--- src/rtl/mdu_pkg.sv ---
// Shared encodings for the iterative multiply/divide unit.
package mdu_pkg;

    localparam logic [1:0] OP_MULU = 2'b00;
    localparam logic [1:0] OP_MUL  = 2'b01;
    localparam logic [1:0] OP_DIVU = 2'b10;
    localparam logic [1:0] OP_DIV  = 2'b11;

    localparam logic [1:0] S_IDLE = 2'd0;
    localparam logic [1:0] S_CALC = 2'd1;
    localparam logic [1:0] S_FIX  = 2'd2;

endpackage

--- src/rtl/mdu_negate.sv ---
// Conditional two's-complement: y = neg ? -x : x.
module mdu_negate #(
    parameter int N = 32
) (
    input  logic         neg,
    input  logic [N-1:0] x,
    output logic [N-1:0] y
);

    assign y = neg ? (~x + N'(1)) : x;

endmodule

--- src/rtl/mul_div_unit.sv ---
// Iterative radix-2 multiply/divide unit with start/busy/done handshake and cancel.
module mul_div_unit
    import mdu_pkg::*;
#(
    parameter int WIDTH = 32,
    localparam int CW = $clog2(WIDTH) + 1
) (
    input  logic             clk,
    input  logic             rst,
    input  logic             start,
    input  logic [1:0]       op,
    input  logic [WIDTH-1:0] a,
    input  logic [WIDTH-1:0] b,
    input  logic             cancel,
    output logic             busy,
    output logic             done,
    output logic [WIDTH-1:0] hi,
    output logic [WIDTH-1:0] lo,
    output logic             div_by_zero
);

    logic [1:0]         state;
    logic [CW-1:0]      count;
    logic [1:0]         op_reg;
    logic [2*WIDTH-1:0] acc;
    logic [WIDTH:0]     rem;
    logic [WIDTH-1:0]   opb_reg;
    logic [WIDTH-1:0]   a_raw;
    logic               res_neg;
    logic               rem_neg;

    logic               signed_in;
    logic [WIDTH-1:0]   a_abs;
    logic [WIDTH-1:0]   b_abs;
    logic [2*WIDTH-1:0] prod_fix;
    logic [WIDTH-1:0]   quot_fix;
    logic [WIDTH-1:0]   rem_fix;
    logic [WIDTH:0]     mul_sum;
    logic [WIDTH+1:0]   div_diff;
    logic               div_ok;

    assign signed_in = (op == OP_MUL) || (op == OP_DIV);
    assign busy      = (state != S_IDLE);

    mdu_negate #(.N(WIDTH)) u_neg_a (
        .neg (signed_in & a[WIDTH-1]),
        .x   (a),
        .y   (a_abs)
    );

    mdu_negate #(.N(WIDTH)) u_neg_b (
        .neg (signed_in & b[WIDTH-1]),
        .x   (b),
        .y   (b_abs)
    );

    mdu_negate #(.N(2*WIDTH)) u_neg_prod (
        .neg (res_neg),
        .x   (acc),
        .y   (prod_fix)
    );

    mdu_negate #(.N(WIDTH)) u_neg_quot (
        .neg (res_neg),
        .x   (acc[WIDTH-1:0]),
        .y   (quot_fix)
    );

    mdu_negate #(.N(WIDTH)) u_neg_rem (
        .neg (rem_neg),
        .x   (rem[WIDTH-1:0]),
        .y   (rem_fix)
    );

    // Multiply adds the multiplicand into the upper half; divide trial-subtracts with one guard bit.
    assign mul_sum  = {1'b0, acc[2*WIDTH-1:WIDTH]} + (acc[0] ? {1'b0, opb_reg} : '0);
    assign div_diff = {rem, acc[WIDTH-1]} - {2'b00, opb_reg};
    assign div_ok   = ~div_diff[WIDTH+1];

    always_ff @(posedge clk or negedge rst) begin
        if (!rst) begin
            state       <= S_IDLE;
            count       <= '0;
            op_reg      <= OP_MULU;
            acc         <= '0;
            rem         <= '0;
            opb_reg     <= '0;
            a_raw       <= '0;
            res_neg     <= 1'b0;
            rem_neg     <= 1'b0;
            done        <= 1'b0;
            hi          <= '0;
            lo          <= '0;
            div_by_zero <= 1'b0;
        end else begin
            done <= 1'b0;
            case (state)
                S_IDLE: begin
                    if (start && !cancel) begin
                        state   <= S_CALC;
                        count   <= CW'(WIDTH);
                        op_reg  <= op;
                        a_raw   <= a;
                        opb_reg <= b_abs;
                        acc     <= {{WIDTH{1'b0}}, a_abs};
                        rem     <= '0;
                        res_neg <= signed_in & (a[WIDTH-1] ^ b[WIDTH-1]) & (b != '0);
                        rem_neg <= signed_in & a[WIDTH-1];
                    end
                end
                S_CALC: begin
                    if (cancel) begin
                        state <= S_IDLE;
                        count <= '0;
                    end else begin
                        count <= count - CW'(1);
                        if (count == CW'(1)) begin
                            state <= S_FIX;
                        end
                        if (op_reg[1]) begin
                            rem <= div_ok ? div_diff[WIDTH:0] : {rem[WIDTH-1:0], acc[WIDTH-1]};
                            acc[WIDTH-1:0] <= {acc[WIDTH-2:0], div_ok};
                        end else begin
                            acc <= {mul_sum, acc[WIDTH-1:1]};
                        end
                    end
                end
                S_FIX: begin
                    state <= S_IDLE;
                    count <= '0;
                    // A flush arriving in the final cycle suppresses both done and the write-back.
                    if (!cancel) begin
                        done <= 1'b1;
                        case (op_reg)
                            OP_MULU, OP_MUL: begin
                                hi          <= prod_fix[2*WIDTH-1:WIDTH];
                                lo          <= prod_fix[WIDTH-1:0];
                                div_by_zero <= 1'b0;
                            end
                            default: begin
                                if (opb_reg == '0) begin
                                    hi          <= a_raw;
                                    lo          <= '1;
                                    div_by_zero <= 1'b1;
                                end else begin
                                    hi          <= rem_fix;
                                    lo          <= quot_fix;
                                    div_by_zero <= 1'b0;
                                end
                            end
                        endcase
                    end
                end
                default: begin
                    state <= S_IDLE;
                    count <= '0;
                end
            endcase
        end
    end

endmodule
--- config.mk ---
export PLATFORM = sky130hd
export DESIGN_NAME = mul_div_unit
export DESIGN_NICKNAME = d
export VERILOG_FILES = /design/src/rtl/mdu_pkg.sv /design/src/rtl/mdu_negate.sv /design/src/rtl/mul_div_unit.sv
export SDC_FILE = /design/constraint.sdc
export NUM_CORES = 1
export LEC_CHECK = 0
export ABC_AREA = 1
export BUFFER_PORTS_ARGS = -buffer_cell sky130_fd_sc_hd__buf_4
export CAP_MARGIN = 10
export CELL_PAD_IN_SITES_DETAIL_PLACEMENT = 0
export CELL_PAD_IN_SITES_GLOBAL_PLACEMENT = 1
export CORE_MARGIN = 8
export CORE_UTILIZATION = 44
export CTS_CLUSTER_SIZE = 12
export DETAILED_ROUTE_END_ITERATION = 8
export HOLD_SLACK_MARGIN = 0.02
export PLACE_DENSITY_LB_ADDON = 0.1
export SLEW_MARGIN = 20
export SYNTH_ARGS = -nofsm -noshare
export SYNTH_HDL_FRONTEND = slang
export SYNTH_SLANG_ARGS = --single-unit
--- constraint.sdc ---
create_clock -name clk -period 2.5 [get_ports clk]
set_clock_uncertainty 0.15 [all_clocks]
set_input_delay 0.25 -clock clk [delete_from_list [all_inputs] [get_ports clk]]
set_output_delay 0.25 -clock clk [all_outputs]
set_load 0.01 [all_outputs]
[Yosys cells after proc, flatten, opt, wreduce, memory -nomap -nowiden]
Index checks and enable logic that the tools add are counted.
Widths: inputs -> output; s select.
Word-level totals
  flip-flop bits (word level): 239
  word-level logic and storage cells: 92
  output and inout port bits: 67
Operators by class
  reductions and logical operators: 16
  muxes and demuxes: 31
  equal/unequal tests: 11
  $add $sub $neg: 8
  bitwise logic cells: 12
Operators by type and width (count)
  $mux 32: 11
  $mux 64: 3
  $mux 33: 4
  $add 32x1->32 const B: 4
  $not 32->32: 4
  $pmux 64 s2: 1
  $pmux 33 s2: 1
  $add 64x1->64 const B: 1
  $not 64->64: 1
  $sub 34x32->34: 1
  $add 32x32->33: 1
  $logic_not 32->1: 1
  $reduce_bool 32->1: 1
  $mux 6: 2
  $pmux 6 s2: 1
  $ne 2x2->1 const B: 4
  $reduce_and 4->1: 2
  $eq 2x1->1 const B: 3
  $eq 6x1->1 const B: 1
  $mux 2: 3
  $reduce_and 2->1: 3
  $sub 6x1->6 const B: 1
  $and 1x1->1: 4
  $eq 2x2->1 const B: 2
  12 further kinds: 18

[Logic depth before layout (Yosys ltp)]
  depth in word-level cells: 6
  mapped depth: 18
  gate-level depth less buffers: 17

[Cells and area by module]
From an unflattened synthesis, not the netlist that was laid out.
Second synthesis, totals
  cell total of the unflattened synthesis: 3681
  area, all modules: 22567.9 um2
Modules (own cells, without submodules)
  mul_div_unit: instances 1, area an instance 15667.5 um2, cells an instance 2275
  mdu_negate (u_neg_a ...): instances 4, area an instance 1108.6 um2, cells an instance 227
  mdu_negate (u_neg_prod): instances 1, area an instance 2466.1 um2, cells an instance 498

[Worst setup path after synthesis]
OpenSTA, ideal clock, no wires.
  path kind: register to register
  from: register acc[0]
  to: register acc[49]
  stages on the path, launching flop included: 15
  arrival time: 2.049 ns
  setup slack: 0.168 ns
  buffers on the path: 2
  cells stage by stage: dfrtp_1 > buf_6 > clkbuf_1 > nand2_1 > inv_1 > ha_1 > nand2_1 > nor2_1 > inv_1 > nor3_1 > nand2_1 > o211ai_1 > nand2_1 > nand2_1 > o22ai_1
On the way
  longest elaborated chain between the ends: 5
RTL lines
  start: declaration: line mul_div_unit.sv:25  | logic [2*WIDTH-1:0] acc;
  start signal: assignment: line mul_div_unit.sv:105  | acc <= {{WIDTH{1'b0}}, a_abs};
  start signal: indexed assignment: line mul_div_unit.sv:122  | acc[WIDTH-1:0] <= {acc[WIDTH-2:0], div_ok};
  start signal: assignment: line mul_div_unit.sv:124  | acc <= {mul_sum, acc[WIDTH-1:1]};
  $mux 32: line mul_div_unit.sv:76  | assign mul_sum = {1'b0, acc[2*WIDTH-1:WIDTH]} + (acc[0] ? {1'b0, opb_reg} : '0);
  $add 32x32->33: line mul_div_unit.sv:76
  $mux 32: line mul_div_unit.sv:120  | if (op_reg[1]) begin
  $mux 64: line mul_div_unit.sv:112  | if (cancel) begin
  $pmux 64 s2: line mul_div_unit.sv:97  | case (state)
Every way passes these cells. The select of a mux whose other input is x is not followed.
A chain may end at the register's enable or synchronous reset.

[Worst setup path after layout]
  from: register acc[0]
  to: register acc[60]
The elaborated chain is that of the path after synthesis.

==> out/metrics.cfg <==
[run_status]
status=finished, violations left
violations=setup timing

[cts]
numCtsBuffers=29
cts.sinks=238
worstSkewPairLatency_ps=600
clock_path_buffers=3
cts_max_level=1
clkTransAtPathRegs_ps=70
cts_tree=yes
cts_root_buf=clkbuf_16

[power_and_ir_drop]
p_per_area_nw_per_um2=1100
ir_worst_vdd_mv=0.896
p_seq_share_pct=23.1
power.leakage_nw=14.0
p_comb_share_pct=61.5
clkPwrFrac_pct=15.4
p_switching_mw=14.7
internal_power_mw=15.7
sw_frac_of_total_pct=48.5

[critical_path]
crit_chain=buf_6, nand2_1, inv_1, ha_1, buf_4, a21oi_2, o21ai_0, a21oi_1, nor2_1, nor2_1, nand3_1, nand2_1, o22ai_1
crit_path_max_incr_delay_ps=520
arrival_ps=2860
cp-start-kind=flop
r2r-end=acc[60]
crit_type=flop to flop
rr_startpoint=acc[0]
rrSetupSlack_ps=-60
required_ps=2810
path_buf_inv=3
critPathMaxFanout=12
cp_top_family=compound AO/OA/AOI/OAI gates
cpMaxStageDelayCell=dfrtp_2
end_kind=flop
reg2regPathDepth=13

[cells_and_area]
fin_area_um2=27700
final_cells=4361
fin_nets=3873
top_regs=acc (64), rem (33)
largest_reg_flops=64
drive_gt1_share_pct=23.0
n_antenna_cell=0
area_delta_synth_final_pct=34.7
top_register=acc

[timing]
maxSlewViolCount=0
setup_ws_ps=-55.1
tightest_slew_ps=638
finalCriticalPeriod_ps=2560
fin_crit_sh_pct=102
whs_ps=18.1
rsz0062_at_grt=true
report.final.setup_viol=5
fmax_mhz=391
slew_headroom_pct=57.5
hold_viol_final=0

[detailed_routing]
drt_iter0_drc=2412
drt_first_pass_iters=7
ant_nets=0
wl_per_cell_um=20.4
wl_um=89100
vias=24049
via_per_inst=5.51
drc=0

[logic_synthesis]
yosys.area_share.simple_pct=38.5
synthCells=3263
synth_top_family_by_area=simple AND/OR/NAND/NOR gates
synth-edff-count=0
ys_ff_latch=238
syn_nets=3405
yosysWarningCount=0
synth_ff_type=dfrtp_1
synthDistinctLibCells=55
ys_seq_area_share_pct=28.9
syn-cell-area_um2=20600
synth_fa_ha_area_share_pct=4.45
synth_xor_area_share_pct=3.32
synthMuxAreaShare_pct=0
syn_area_per_cell_um2=6.31
synthArstFlopShare_pct=100
synth_compound_area_share_pct=14.2

[grt]
grt_pass1_wl_um=133000
first_global_vias=22427
grt_usage_pct=31.5
antenna_found_initial=1
grt_max_degree=69
grt-ovfl-total=0

[place]
post-place-cells=4211
io_buffers=136
gp_congestion=1.04
placed_area_um2=24300
dp_hpwl_um=69900

[floorplanning]
initial_core_util_pct=44.4
core_area_um2=46400
num_io_pins=137
dieWidth_um=232
dieHeight_um=232
dieArea_um2=53900
rows=79

[flow_run]
cap_viol_max_count=0

[min_path]
hp-class=input pin to async pin

==> placed cells by master, fill, tap and decap left out, types with 7 or more instances in the layout <==
master | synthesis | final
and2_1 | 8 | 8
a21oi_4 | 0 | 9
dfrtp_1 | 238 | 234
o21ai_0 | 210 | 179
a21oi_1 | 202 | 166
nand3_1 | 307 | 291
nor3_2 | 2 | 8
xor2_1 | 55 | 55
nand2_4 | 5 | 14
clkbuf_16 | 0 | 33
a22oi_1 | 13 | 13
inv_1 | 415 | 383
a21oi_2 | 1 | 28
dlygate4sd3_1 | 0 | 71
o21ai_1 | 13 | 27
nand3_2 | 29 | 43
o21ai_2 | 3 | 16
inv_2 | 15 | 45
nor2_1 | 362 | 329
o31ai_1 | 8 | 8
o211ai_1 | 10 | 10
nand2_2 | 11 | 48
buf_4 | 10 | 450
ha_1 | 70 | 24
buf_12 | 0 | 14
nand3b_1 | 22 | 22
nor3_4 | 3 | 7
nor2_2 | 9 | 28
ha_4 | 0 | 40
xnor2_1 | 23 | 22
nand2_1 | 927 | 880
a221oi_1 | 31 | 31
or2_2 | 10 | 10
nand4_1 | 51 | 51
nor3_1 | 38 | 28
nor2_4 | 6 | 20
o22ai_1 | 11 | 11
==> kinds of logic after synthesis <==
family	after synthesis
AO/OA/AOI/OAI	526
buffers and inverters	542
AND/OR/NAND/NOR	1807
flip-flops	238
adder cells (fa/ha/maj)	72
XOR/XNOR	78
==> worst max-delay path by stage <==
stage	startpoint	endpoint	depth (start not counted)
6_report	acc[0]	acc[60]	13
4_1_cts	acc[0]	acc[60]	12
5_1_grt	acc[0]	acc[62]	12
3_5_place_dp	acc[0]	acc[63]	14
2_1_floorplan	acc[0]	acc[49]	14
3_3_place_gp	acc[0]	acc[51]	10
==> metrics by stage <==
step                total power, mW  setup TNS (ps)  utilization (%)  setup slack [ps]
global placement               23.3           -4820             52.5              -407
floorplan                      15.6               0                -               168
detailed placement             23.5           -5710             52.5              -351
finish                         30.4            -140             59.8             -55.1
global route                   32.3           -3770             59.8              -156
CTS                            28.9           -1.44             57.4             -1.44
==> power by group through the flow <==
stage / sequential [mW] / clock (mW) / combinational, mW
2_1_floorplan: 6.67 / 0 / 8.95
3_3_place_gp: 6.88 / 0 / 16.4
3_5_place_dp: 6.94 / 0 / 16.5
4_1_cts: 6.93 / 4.74 / 17.2
5_1_grt: 7.19 / 4.89 / 20.3
6_report: 7.03 / 4.69 / 18.7
==> routing by layer <==
metal / global-route usage, % / share of wire, % / vias to the layer above
li1: - / - / 11572
met1: 40.7 / 42 / 11297
met2: 52.6 / 46 / 989
met3: 4.94 / 7.1 / 189
met4: 11.7 / 4.6 / 2
met5: 0 / 0.015 / -
==> Yosys cell counts, types with 7 or more instances <==
library cell / count / share of area [%]
buf_1: 8 / 0.15
a22oi_1: 13 / 0.47
or2_2: 10 / 0.30
a221oi_1: 31 / 1.3
nand3b_1: 22 / 0.80
ha_1: 70 / 4.3
nand3_1: 307 / 7.5
xnor2_1: 23 / 0.98
o31ai_1: 8 / 0.29
buf_4: 10 / 0.36
nor2_1: 362 / 6.6
nor2_2: 9 / 0.27
dfrtp_1: 238 / 29
o211ai_1: 10 / 0.36
inv_2: 15 / 0.27
buf_6: 9 / 0.49
inv_1: 415 / 7.6
nand4_1: 51 / 1.6
nand2_2: 11 / 0.33
o21ai_0: 210 / 5.1
nand3_2: 29 / 1.4
nor3_1: 38 / 0.92
buf_2: 16 / 0.39
xor2_1: 55 / 2.3
a21oi_1: 202 / 4.9
nand2_1: 927 / 17
and2_1: 8 / 0.24
o22ai_1: 11 / 0.33
clkbuf_1: 61 / 1.1
o21ai_1: 13 / 0.32
nor4_1: 7 / 0.21
==> layout make-up <==
cell class                      count  area (um^2)
Fill cell                        4423        18700
Multi-Input combinational cell   2484        13800
Sequential cell                   238         5960
Timing Repair Buffer              544         4530
Inverter                          434         1630
Clock buffer                       39          813
Tap cell                          607          759
Clock inverter                     15          230
==> timing repair <==
item	CTS	global route
setup endpoints to repair	69	88
gates resized for setup	100	225
pin swaps	17	37
setup buffers	8	12
hold buffers	71	0
cloned	1	4
endpoints found under the hold margin	339	0
==> worst register-to-register path, cell delays in order (launching register included) <==
cell and delay, ps:
dfrtp_2 520, buf_6 210, nand2_1 80, inv_1 100
ha_1 260, buf_4 170, a21oi_2 170, o21ai_0 130
a21oi_1 200, nor2_1 60, nor2_1 120, nand3_1 90
nand2_1 70, o22ai_1 70
(Power assumes the default switching activity.)
